$ cat src/rtl/reg_file_ctx_pkg.sv
// Shared types for the context-switching register file.
package reg_file_ctx_pkg;

   typedef enum logic [1:0] {
      IDLE    = 2'd0,
      SAVE    = 2'd1,
      RESTORE = 2'd2
   } ctx_state_t;

endpackage

$ cat src/rtl/ctx_copy_fsm.sv
// Save/restore sequencer: walks idx over every register, one copy per cycle,
// and pulses Done on the cycle after the last copy.
module ctx_copy_fsm
   import reg_file_ctx_pkg::*;
#(
   parameter int A = 4
) (
   input  logic         Clk,
   input  logic         Reset,
   input  logic         Save,
   input  logic         Restore,
   output logic         Busy,
   output logic         Done,
   output logic         copy_en,
   output logic         copy_save,
   output logic [A-1:0] idx
);

   localparam logic [A-1:0] LAST = '1;

   ctx_state_t   state, next_state;
   logic [A-1:0] next_idx;
   logic         next_done;

   // NOTE: sequential state uses non-blocking assignments so every flop samples pre-edge values.
   always_ff @(posedge Clk) begin
      if (Reset) begin
         state <= IDLE;
         idx   <= '0;
         Done  <= 1'b0;
      end else begin
         state <= next_state;
         idx   <= next_idx;
         Done  <= next_done;
      end
   end

   // NOTE: every output of this block is defaulted first so no latch is inferred.
   always_comb begin
      next_state = state;
      next_idx   = idx;
      next_done  = 1'b0;
      case (state)
         IDLE: begin
            if (Save) begin
               next_state = SAVE;
               next_idx   = '0;
            end else if (Restore) begin
               next_state = RESTORE;
               next_idx   = '0;
            end
         end
         SAVE, RESTORE: begin
            next_idx = idx + 1'b1;
            if (idx == LAST) begin
               next_state = IDLE;
               next_done  = 1'b1;
            end
         end
         default: next_state = IDLE;
      endcase
   end

   always_comb begin
      Busy      = (state != IDLE);
      copy_en   = (state != IDLE);
      copy_save = (state == SAVE);
   end

endmodule

$ cat src/rtl/reg_file_ctx.sv
// Register file with accumulator port, optional write-to-read bypass and a
// shadow bank for context save/restore.
module reg_file_ctx
   import reg_file_ctx_pkg::*;
#(
   parameter int          W       = 8,
   parameter int          A       = 4,
   parameter int unsigned ACC_IDX = 0,
   parameter bit          BYPASS  = 1'b1
) (
   input  logic         Clk,
   input  logic         Reset,
   input  logic         WriteEn,
   input  logic         WriteAcc,
   input  logic [A-1:0] WrReg,
   input  logic [W-1:0] DataIn,
   input  logic [W-1:0] AccIn,
   input  logic [A-1:0] RdRegA,
   input  logic [A-1:0] RdRegB,
   output logic [W-1:0] DataOutA,
   output logic [W-1:0] DataOutB,
   output logic [W-1:0] DataOutAcc,
   input  logic         Save,
   input  logic         Restore,
   output logic         Busy,
   output logic         Done
);

   localparam int            DEPTH    = 2 ** A;
   localparam logic [A-1:0]  ACC_ADDR = A'(ACC_IDX);

   logic [W-1:0] regs   [DEPTH];
   logic [W-1:0] shadow [DEPTH];

   logic         copy_en, copy_save;
   logic [A-1:0] idx;
   logic         wr_gen, wr_acc;

   ctx_copy_fsm #(.A(A)) u_fsm (
      .Clk       (Clk),
      .Reset     (Reset),
      .Save      (Save),
      .Restore   (Restore),
      .Busy      (Busy),
      .Done      (Done),
      .copy_en   (copy_en),
      .copy_save (copy_save),
      .idx       (idx)
   );

   // Accumulator strobe loses to a general write aimed at the same register.
   assign wr_gen = WriteEn  && !Busy && !Reset;
   assign wr_acc = WriteAcc && !Busy && !Reset && !(WriteEn && WrReg == ACC_ADDR);

   // NOTE: both banks are reset explicitly because the architecture guarantees zeroed registers.
   always_ff @(posedge Clk) begin
      if (Reset) begin
         for (int i = 0; i < DEPTH; i++) begin
            regs[i]   <= '0;
            shadow[i] <= '0;
         end
      end else if (copy_en) begin
         if (copy_save) shadow[idx] <= regs[idx];
         else           regs[idx]   <= shadow[idx];
      end else begin
         if (wr_acc) regs[ACC_ADDR] <= AccIn;
         if (wr_gen) regs[WrReg]    <= DataIn;
      end
   end

   function automatic logic [W-1:0] read_port(input logic [A-1:0] addr);
      if (BYPASS && wr_gen && WrReg == addr)    return DataIn;
      if (BYPASS && wr_acc && ACC_ADDR == addr) return AccIn;
      return regs[addr];
   endfunction

   assign DataOutA   = read_port(RdRegA);
   assign DataOutB   = read_port(RdRegB);
   assign DataOutAcc = read_port(ACC_ADDR);

endmodule

$ cat config.mk
export PLATFORM = sky130hd
export DESIGN_NAME = reg_file_ctx
export DESIGN_NICKNAME = d
export VERILOG_FILES = /design/src/rtl/reg_file_ctx_pkg.sv /design/src/rtl/ctx_copy_fsm.sv /design/src/rtl/reg_file_ctx.sv
export SDC_FILE = /design/constraint.sdc
export NUM_CORES = 1
export LEC_CHECK = 0
export CORE_MARGIN = 4
export CORE_UTILIZATION = 37
export CTS_CLUSTER_DIAMETER = 150
export DETAILED_ROUTE_END_ITERATION = 12
export GPL_TIMING_DRIVEN = 0
export REMOVE_ABC_BUFFERS = 1
export SYNTH_ARGS = -nofsm -noshare
export SYNTH_HDL_FRONTEND = slang
export SYNTH_SLANG_ARGS = --single-unit
$ cat constraint.sdc
create_clock -name Clk -period 2.5 [get_ports Clk]
set_input_delay 0.5 -clock Clk [delete_from_list [all_inputs] [get_ports Clk]]
set_output_delay 0.5 -clock Clk [all_outputs]
set_load 0.02 [all_outputs]
## After elaboration in Yosys (flattened, before gate mapping)

Memory sizes are Yosys's and may differ from the RTL's. A register that Yosys moved wholly into a read port is not among the register bits.
Index checks and enable logic that the tools add are counted.

| word-level totals | value |
|---|---|
| word-level logic and storage cells | 102 |
| RAM bits | 256 |
| flip-flop bits (word level) | 7 |
| memories | 2 |
| output and inout bits | 26 |

Memory list:

| name | depth | bits a word | read ports | clocked after memory_dff | wr ports | line | text |
|---|---|---|---|---|---|---|---|
| regs | 16 | 8 | 4 | 1 | 16 | reg_file_ctx.sv:32 | `logic [W-1:0] regs [DEPTH];` |
| shadow | 16 | 8 | 1 | 1 | 16 | reg_file_ctx.sv:33 | `logic [W-1:0] shadow [DEPTH];` |

| operators by class | value |
|---|---|
| reductions and logical operators | 27 |
| bitwise logic cells | 2 |
| muxes and demuxes | 60 |
| eq/ne operators | 7 |
| add/sub/neg operators | 1 |

Operators by type and width:

| cell | number |
|---|---|
| 8-bit 2-to-1 mux | 16 |
| 4-bit 2-to-1 mux | 9 |
| 1-bit 2-to-1 mux | 30 |
| 8-bit OR reduction | 3 |
| 4-bit logical NOT | 3 |
| 1-bit logical AND | 11 |
| 4-bit equality test | 2 |
| 4-bit case mux with 2 select lines | 1 |
| 2-bit 2-to-1 mux | 3 |
| 4-bit by 1-bit adder with 4-bit output (second input constant) | 1 |
| 4-bit equality test (second input constant) | 1 |
| 2-bit case mux with 2 select lines | 1 |
| 2-bit AND reduction | 2 |
| 2-bit nonzero test | 2 |
| 2-bit OR reduction | 2 |
| 1-bit logical NOT | 3 |
| 3-bit != test (second input constant) | 1 |
| 2-bit by 1-bit equality test with 1-bit output (second input constant) | 1 |
| 2-bit equality test (second input constant) | 1 |
| 2-bit logical NOT | 1 |
| 2-bit by 1-bit != test with 1-bit output (second input constant) | 1 |
| 1-bit NOT | 1 |
| 1-bit bitwise OR | 1 |

## Longest topological paths before layout

Gate-level depths: netlist (run 1).

| logic depth | value |
|---|---|
| word-level depth | 11 |
| gate-level depth with buffers | 10 |
| mapped depth without buffers | 6 |

## By module

Synthesis (run 1) repeated with hierarchy kept, for this count alone.

| unflattened totals | value |
|---|---|
| cell total of the unflattened synthesis | 1240 |
| area total of the unflattened synthesis | 15013.1 um2 |

Modules (own cells, without submodules):

| module | area each (um2) | instances | cells each |
|---|---|---|---|
| reg_file_ctx | 14626.5 | 1 | 1196 |
| ctx_copy_fsm | 386.6 | 1 | 44 |

## Least setup slack after synthesis (run 1)

Ideal clock, no wire load.

| timing path | value |
|---|---|
| path type | input port to output port |
| start point | input port RdRegA[1] |
| end point | output port DataOutA[5] |
| cell stages on the path | 6 |
| setup slack | -0.120 ns |
| arrival time | 2.120 ns |
| cell sequence | buf_2 -> buf_4 -> buf_4 -> mux4_2 -> a22oi_1 -> a41oi_1 |

| on the way | value |
|---|---|
| word-level cells in the longest chain between the ends | 6 |
| elaborated cells on any way between the ends | 11 |

RTL lines:

| item | line | text |
|---|---|---|
| from (decl) | reg_file_ctx.sv:18 | `input logic [A-1:0] RdRegA,` |
| parallel branches: the longest is 5 deep, another holds memory read 16 x 8 bit | -- |  |
| 8-bit 2-to-1 mux * | reg_file_ctx.sv:73 | `if (BYPASS && wr_acc && ACC_ADDR == addr) return AccIn;` |
| to (decl) | reg_file_ctx.sv:20 | `output logic [W-1:0] DataOutA,` |

Mark *: on every way between the ends. The select of a mux whose other input is x is not followed.

## Final worst setup path (run 1)

| timing path | value |
|---|---|
| start point | input port Reset |
| end point | output port DataOutA[7] |

| on the way | value |
|---|---|
| word-level cells in the longest chain between the ends | 8 |
| elaborated cells on any way between the ends | 12 |

RTL lines:

| item | line | text |
|---|---|---|
| from (decl) | reg_file_ctx.sv:12 | `input logic Reset,` |
| 1-bit logical NOT * | reg_file_ctx.sv:52, reg_file_ctx.sv:53 |  |
| 1-bit logical AND (2 in a row) | reg_file_ctx.sv:53 | `assign wr_acc = WriteAcc && !Busy && !Reset && !(WriteEn && WrReg == ACC_ADDR);` |
| 1-bit logical AND | reg_file_ctx.sv:73 |  |
| 1-bit 2-to-1 mux (2 in a row) | reg_file_ctx.sv:73 |  |
| 8-bit 2-to-1 mux | reg_file_ctx.sv:74 | `return regs[addr];` |
| 8-bit 2-to-1 mux * | reg_file_ctx.sv:73 |  |

Every way passes the cells marked *; elsewhere a longest branch is shown, timed or not. The select of a mux whose other input is x is not followed.

==> impl_metrics.yaml, run 1 <==
route:
  wl_met3_mm: 6.588
  viasPerCell: 6.514
  via_count: 11738
  drc: 0
  antenna_left: 0
  wl_per_cell_um: 30.60
  wl_met1_mm: 19.95
  routed_wl_mm: 55.15
  drt_first_pass_iters: 6
  initialDrtViolationCount: 1720
  wl_met2_mm: 25.57
  top_layer_used: "met4"
power:
  p_leak_nw: 6.394
  powerDensity_nw_per_um2: 692.0
  ir_worst_vdd_uv: 525.9
timing:
  max_slew_margin_pct: 42.40
  rsz0062_at_grt: "yes"
  slew_violations: 0
  hold_violations: 0
  fmax_mhz: 328.6
  finalWorstSetupSlack_ns: -0.5434
  period_share_pct: 121.7
  fin_crit_ns: 3.043
  setup_violations: 30
  tightest_slew_ns: 0.8612
  clock_skew_ns: 0.01599
  fin_tns_setup_ns: -9.992
clock_tree:
  cts-root-buf: "clkbuf_16"
  clock_latency_ns: 0.55
  h-tree-depth: 1
  clock_sinks: 267
  cts_tree: "built"
  cts_buffer_depth: 3
  numCtsBuffers: 29
  clk_pin_slew_ns: 0.06
die:
  row_count: 74
  dieHeight_um: 212.1
  initial_core_util_pct: 37.58
  io_pins: 60
  die-area_sq_um: 44990
  fp.dieW_um: 212.1
  coreArea_sq_um: 41020
synth:
  syn_inst: 1148
  ys_top_cells_by_area: "edfxtp_1 (50%), mux4_2 (16%), a21oi_1 (3.6%)"
  yosys_register_bits: 267
  yosysSeqAreaShare_pct: 51.30
  yosys_most_used_dff: "edfxtp_1"
  syn_area_per_cell_sq_um: 13.43
  async_flop_share_pct: 0
  synth_edf_count: 256
  synth_area_sq_um: 15410
  post-synth-top-area-cell: "edfxtp_1"
  synth_top_area_share_pct: 49.87
  yosysWarnings: 0
  synth_cell_types: 62
job:
  drv_cap: 0
place:
  port_buffers: 59
  dp_hpwl_mm: 32.96
  gp_congestion: 0.9247
finish:
  drive_above_1_share_pct: 35.93
  nets: 1291
  utilization_pct: 46.76
  synthToLayoutAreaGrowth_pct: 24.42
setup_path:
  crit_cells: 10
  startpoint_type: "input pin"
  setup.worst_path.class: "input pin to primary output"
  critPathBufInv: 6
  ff2ff_setup_slack_ns: -0.01
  cp_max_fo: 47
  critPathMaxStageDelay_ns: 0.47
  required_ns: 2.00
  worstPathCellList: "buf_4 -> nand3b_1 -> a21oi_4 -> buf_12 -> buf_6 -> buf_6 -> buf_16 -> a221o_1 -> a41oi_2 -> buf_4"
  cp-end-kind: "primary output"
  slowest_stage: "buf_4"
  timing.rr.end: "shadow[12][7]"
  rr_worst_depth: 4
  cp.arrival_ns: 2.54
  cp_top_family: "buffers and inverters"
min_path:
  hp-class: "register to register"
  hold_start: "u_fsm.state[1]"
  holdPathEnd: "u_fsm.state[1]"
  whs_path_depth: 2
global_route:
  grt_usage_pct: 23.59
  grt_max_degree: 50
  grt_pass1_vias: 11634
  antenna_found_initial: 0
  grt_pass1_wl_mm: 77.95
  grt-ovfl-total: 0
outcome:
  violations: "negative setup slack"
  status: "complete, but fails checks"
kinds of logic after synthesis:
| family | share of synthesized area (%) |
|---|---|
| buf+inv | 4.513 |
| mux | 21.43 |
| compound gates | 10.02 |
| fa+ha+maj | 0.5682 |
| xor+xnor | 0.4546 |
| simple gates | 11.72 |
| flops | 51.30 |
state kept, by name, indices dropped and copies added, names as in the netlist, named ones only:
| signal | flops |
|---|---|
| regs | 128 |
| shadow | 128 |
| u_fsm.Done | 1 |
| u_fsm.idx | 4 |
| u_fsm.state | 2 |
per-layer routing:
layer / global-route usage (%) / up-vias
met5: 0.3233 / -
met4: 10.87 / 0
met3: 7.511 / 211
met2: 37.08 / 887
met1: 29.91 / 5854
li1: - / 4786
stage by stage:
stage                     power, W  hold WS, ns  instances  cell area (sq um)  setup slack (ns)
after detailed placement  0.008252       0.5113       1646              16190            -2.404
after global placement    0.008277       0.5061       1638              16020            -4.637
after CTS                  0.01294       0.4835       1770              18560           -0.5281
after global routing       0.01364       0.5483       1801              19180           -0.5916
final                      0.01327       0.5209       1802              19180           -0.5434
after floorplan           0.007178       0.4882       1047              14760            -2.277
cells in the final DEF (no fill, tap or decap), types with 14 or more instances in the layout:
cell	netlist	routed
a21oi_1	111	110
a221o_1	14	14
nand2_1	49	39
buf_6	13	38
nor2_1	145	140
clkdlybuf4s50_1	0	20
buf_12	4	23
nor3_1	30	30
buf_4	21	69
nand2b_4	0	14
nand3_1	33	29
edfxtp_1	256	256
a22oi_1	38	38
mux4_2	112	112
mux2i_1	51	47
clkbuf_16	0	29
nand4_4	2	16
timing repair:
action,4_1_cts,5_1_grt
gates cloned,6,1
setup endpoints to repair,377,314
hold buffers,0,0
pin swaps,37,22
buffers inserted,69,33
resized for setup,333,63
how the worst max path moves through the flow:
stage                     slack, ns           start            end
after floorplan               -2.28        register    regs[10][7]
after global placement        -4.64           Reset  DataOutAcc[1]
after detailed placement      -2.40       RdRegA[2]    DataOutA[1]
after CTS                     -0.53  u_fsm.state[1]    DataOutB[1]
after global routing          -0.59           Reset    DataOutA[7]
final                         -0.54           Reset    DataOutA[7]
cell usage after synthesis (4+ instances only):
cell type and number:
edfxtp_1 256, nor2_1 145, mux4_2 112, a21oi_1 111
mux2i_1 51, nand2_1 49, a22oi_1 38, nand3_1 33
clkbuf_1 31, nand2b_1 31, nor3_1 30, buf_2 27
buf_4 21, a221o_1 14, a41oi_1 14, nand4_2 14
buf_6 13, dfxtp_1 11, inv_1 9, a31oi_1 8
mux2_2 8, nor2b_1 8, xnor2_1 8, a32oi_2 7
ha_1 7, mux2_4 6, a21oi_2 5, and2_1 5
and4_1 5, buf_1 5, a221oi_1 4, buf_12 4
mux2i_4 4, nand3b_1 4, nand4_1 4
area by class of cell:
type	instances	area [sq um]
clock buffer	42	804.5
clock inverter	8	90.09
antenna	1	2.502
inverter	11	58.81
tap	532	665.6
multi-input combinational	772	7761
timing repair inverter	1	7.507
sequential	267	7916
timing repair buffer	168	1872
fill	3515	21840
worst reg2reg max path, delay by kind of cell (launching register included):
kind	cells	cell delay (ns)
flops	1	0.71
simple gates	1	0.07
mux	2	0.80
buf+inv	1	0.66
where the power goes:
part	switching (W)	internal [W]	total [W]
Combinational	0.00217	0.00162	0.00379
Sequential	0.000177	0.00513	0.00531
Clock	0.00175	0.00242	0.00417
Total	0.00410	0.00917	0.0133
Power figures use the tool's default switching activity.
==> run 2: changes to the inputs <==
- CORE_UTILIZATION: 37 -> 55
- PLACE_DENSITY: default -> 0.72
==> run 2 against run 1 <==
Via count rose by 4.5%. Wire length fell by 1.2%. The flow still finishes with violations (negative setup slack). Clock power fell by 2%. Worst setup slack improved by 0.040 ns. Critical endpoint is now DataOutB[7]. Die area fell by 32%. Sequential share of layout area rose by 0.13 points. Final area fell by 0.27%. First-iteration DRC count rose by 22%. Core utilization rose by 22 points. Sequential cell count did not move. Register-to-register slack improved by 0.02 ns. Worst hold slack got worse by 0.13 ns.
==> impl_metrics.yaml, run 2 (same netlist as run 1, synthesis figures left out) <==
setup_path:
  critPathMaxStageDelay_ns: 0.34
  crit_top_cell: "buf_6"
  slowest_stage: "dfxtp_2"
  startpoint_type: "register"
  worstPathCellList: "inv_2 -> ha_4 -> nand3b_1 -> buf_6 -> a21oi_4 -> buf_12 -> buf_16 -> buf_6 -> a221o_1 -> a41oi_2 -> buf_6"
  setup.worst_path.class: "register to primary output"
  required_ns: 2.00
  cp.arrival_ns: 2.50
  cp-end-kind: "primary output"
  cp_max_fo: 6
global_route:
  grt_usage_pct: 34.49
  met2_usage_pct: 52.71
  grt-ovfl-total: 0
  grt.met3_usage_pct: 9.729
  antenna_found_initial: 0
  grtUsageMet1_pct: 43.86
  grt_max_degree: 48
  grt_pass1_vias: 12169
  grt_pass1_wl_mm: 78.20
  top_usage_layer: "met2"
die:
  die-area_sq_um: 30770
  dieHeight_um: 175.4
  fp.dieW_um: 175.4
  initial_core_util_pct: 55.64
  io_pins: 60
  row_count: 61
  coreArea_sq_um: 27710
timing:
  hold_violations: 0
  whs_ns: 0.3892
  fin_crit_ns: 3.004
  rsz0062_at_grt: "yes"
  setup_violations: 24
  finalWorstSetupSlack_ns: -0.5037
  fmax_mhz: 332.9
  clock_skew_ns: 0.01208
  tightest_slew_ns: 0.7507
  max_slew_margin_pct: 49.79
  fin_tns_setup_ns: -8.803
  period_share_pct: 120.1
  slew_violations: 0
route:
  drc: 0
  wl_per_cell_um: 32.78
  via_count: 12270
  antenna_left: 0
  drt_first_pass_iters: 10
  viasPerCell: 7.383
  routed_wl_mm: 54.49
  initialDrtViolationCount: 2095
finish:
  nets: 1303
  final_cell_mix: "edfxtp_1 (256), nor2_1 (141), mux4_2 (112)"
  layout_commonest_cell: "edfxtp_1"
  fill_cells: 1786
  drive_above_1_share_pct: 37.46
  antenna_cells: 0
  top_regs: "regs (128), shadow (128), u_fsm.idx (4)"
  fin_cells: 1662
  synthToLayoutAreaGrowth_pct: 24.07
power:
  sequentialPowerShare_pct: 39.8
  p_switching_w: 0.004273
  powerDensity_nw_per_um2: 698.2
  pwr-share-comb_pct: 29.5
  total_power_w: 0.01335
  ir_worst_vdd_uv: 457.2
  clock_power_share_pct: 30.7
  intPower_w: 0.009080
  p_leak_nw: 6.489
  netSwitchingFraction_pct: 32.00
clock_tree:
  numCtsBuffers: 29
  cts_tree: "built"
  clk_pin_slew_ns: 0.06
  clock_sinks: 267
  cts_buffer_depth: 3
  cts-root-buf: "clkbuf_16"
  clock_latency_ns: 0.56
  h-tree-depth: 1
place:
  dp_hpwl_mm: 32.08
  gp_congestion: 0.9130
  post-place-cells: 1493
  dp_slack_ns: -2.144
  port_buffers: 59
job:
  drv_cap: 0
outcome:
  violations: "negative setup slack"
  status: "complete, but fails checks"
min_path:
  hp-class: "input pin to register"
-- run 2: cell count changes in the layout (fill, tap and decap cells not counted), sizes merged --
cell           change
clkinvlp           +5
bufbuf             +1
clkinv             +6
buf                +7
clkbuf             -6
inv                +2
diode              -1
clkdlybuf4s15      +2
mux2               -1
bufinv             -1
-- run 2: through the flow --
stage,utilization (%),cell area (sq um)
2_1_floorplan,-,14760
3_3_place_gp,57.12,15820
3_5_place_dp,57.82,16020
4_1_cts,66.95,18550
5_1_grt,69.03,19130
6_report,69.03,19130
-- run 2: final timing paths --
path	slack [ns]	endpoint	cells after the start	start
max	-0.50	DataOutB[7]	11	u_fsm.state[1]
min	0.39	u_fsm.state[0]	2	Reset
max reg2reg	0.01	regs[3][3]	10	u_fsm.state[0]
min reg2reg	0.53	u_fsm.state[1]	2	u_fsm.state[1]
-- run 2: routing by layer --
metal / part of all wire [%] / vias up
li1: - / 4817
met1: 33 / 6004
met2: 46 / 1145
met3: 14 / 304
met4: 7.9 / 0
met5: 0 / -
-- run 2: power by group through the flow --
stage	Clock, W	Combinational [W]	Sequential, W
after floorplan	0	0.00174	0.00543
after global placement	0	0.00269	0.00554
after detailed placement	0	0.00285	0.00542
after CTS	0.00407	0.00362	0.00529
after global routing	0.00428	0.00405	0.00533
final	0.00410	0.00393	0.00532
-- run 2: repair_timing --
item / CTS / global route
resized for setup: 338 / 51
endpoints found under the setup margin: 297 / 274
buffers inserted: 73 / 38
hold buffers: 0 / 0
pin swaps: 40 / 22
cloned: 6 / 3
-- run 2: critical path: cells and delay by family, from the launching register on --
family	cells	cell delay (ns)
AO/OA/AOI/OAI	3	0.59
buffers and inverters	6	0.76
adder cells (fa/ha/maj)	1	0.16
flip-flops	1	0.34
AND/OR/NAND/NOR	1	0.09
-- run 2: area by class of cell --
type                            count  area (sq um)  share of cell area [%]
Sequential cell                   267          7919                   41.40
Multi-Input combinational cell    771          7704                   40.28
Timing Repair Buffer              181          2088                   10.92
Clock buffer                       33         740.7                   3.873
Tap cell                          378         473.0                   2.473
Clock inverter                     20         146.4                  0.7654
Inverter                           11         47.55                  0.2486
Timing Repair inverter              1         7.507                 0.03925
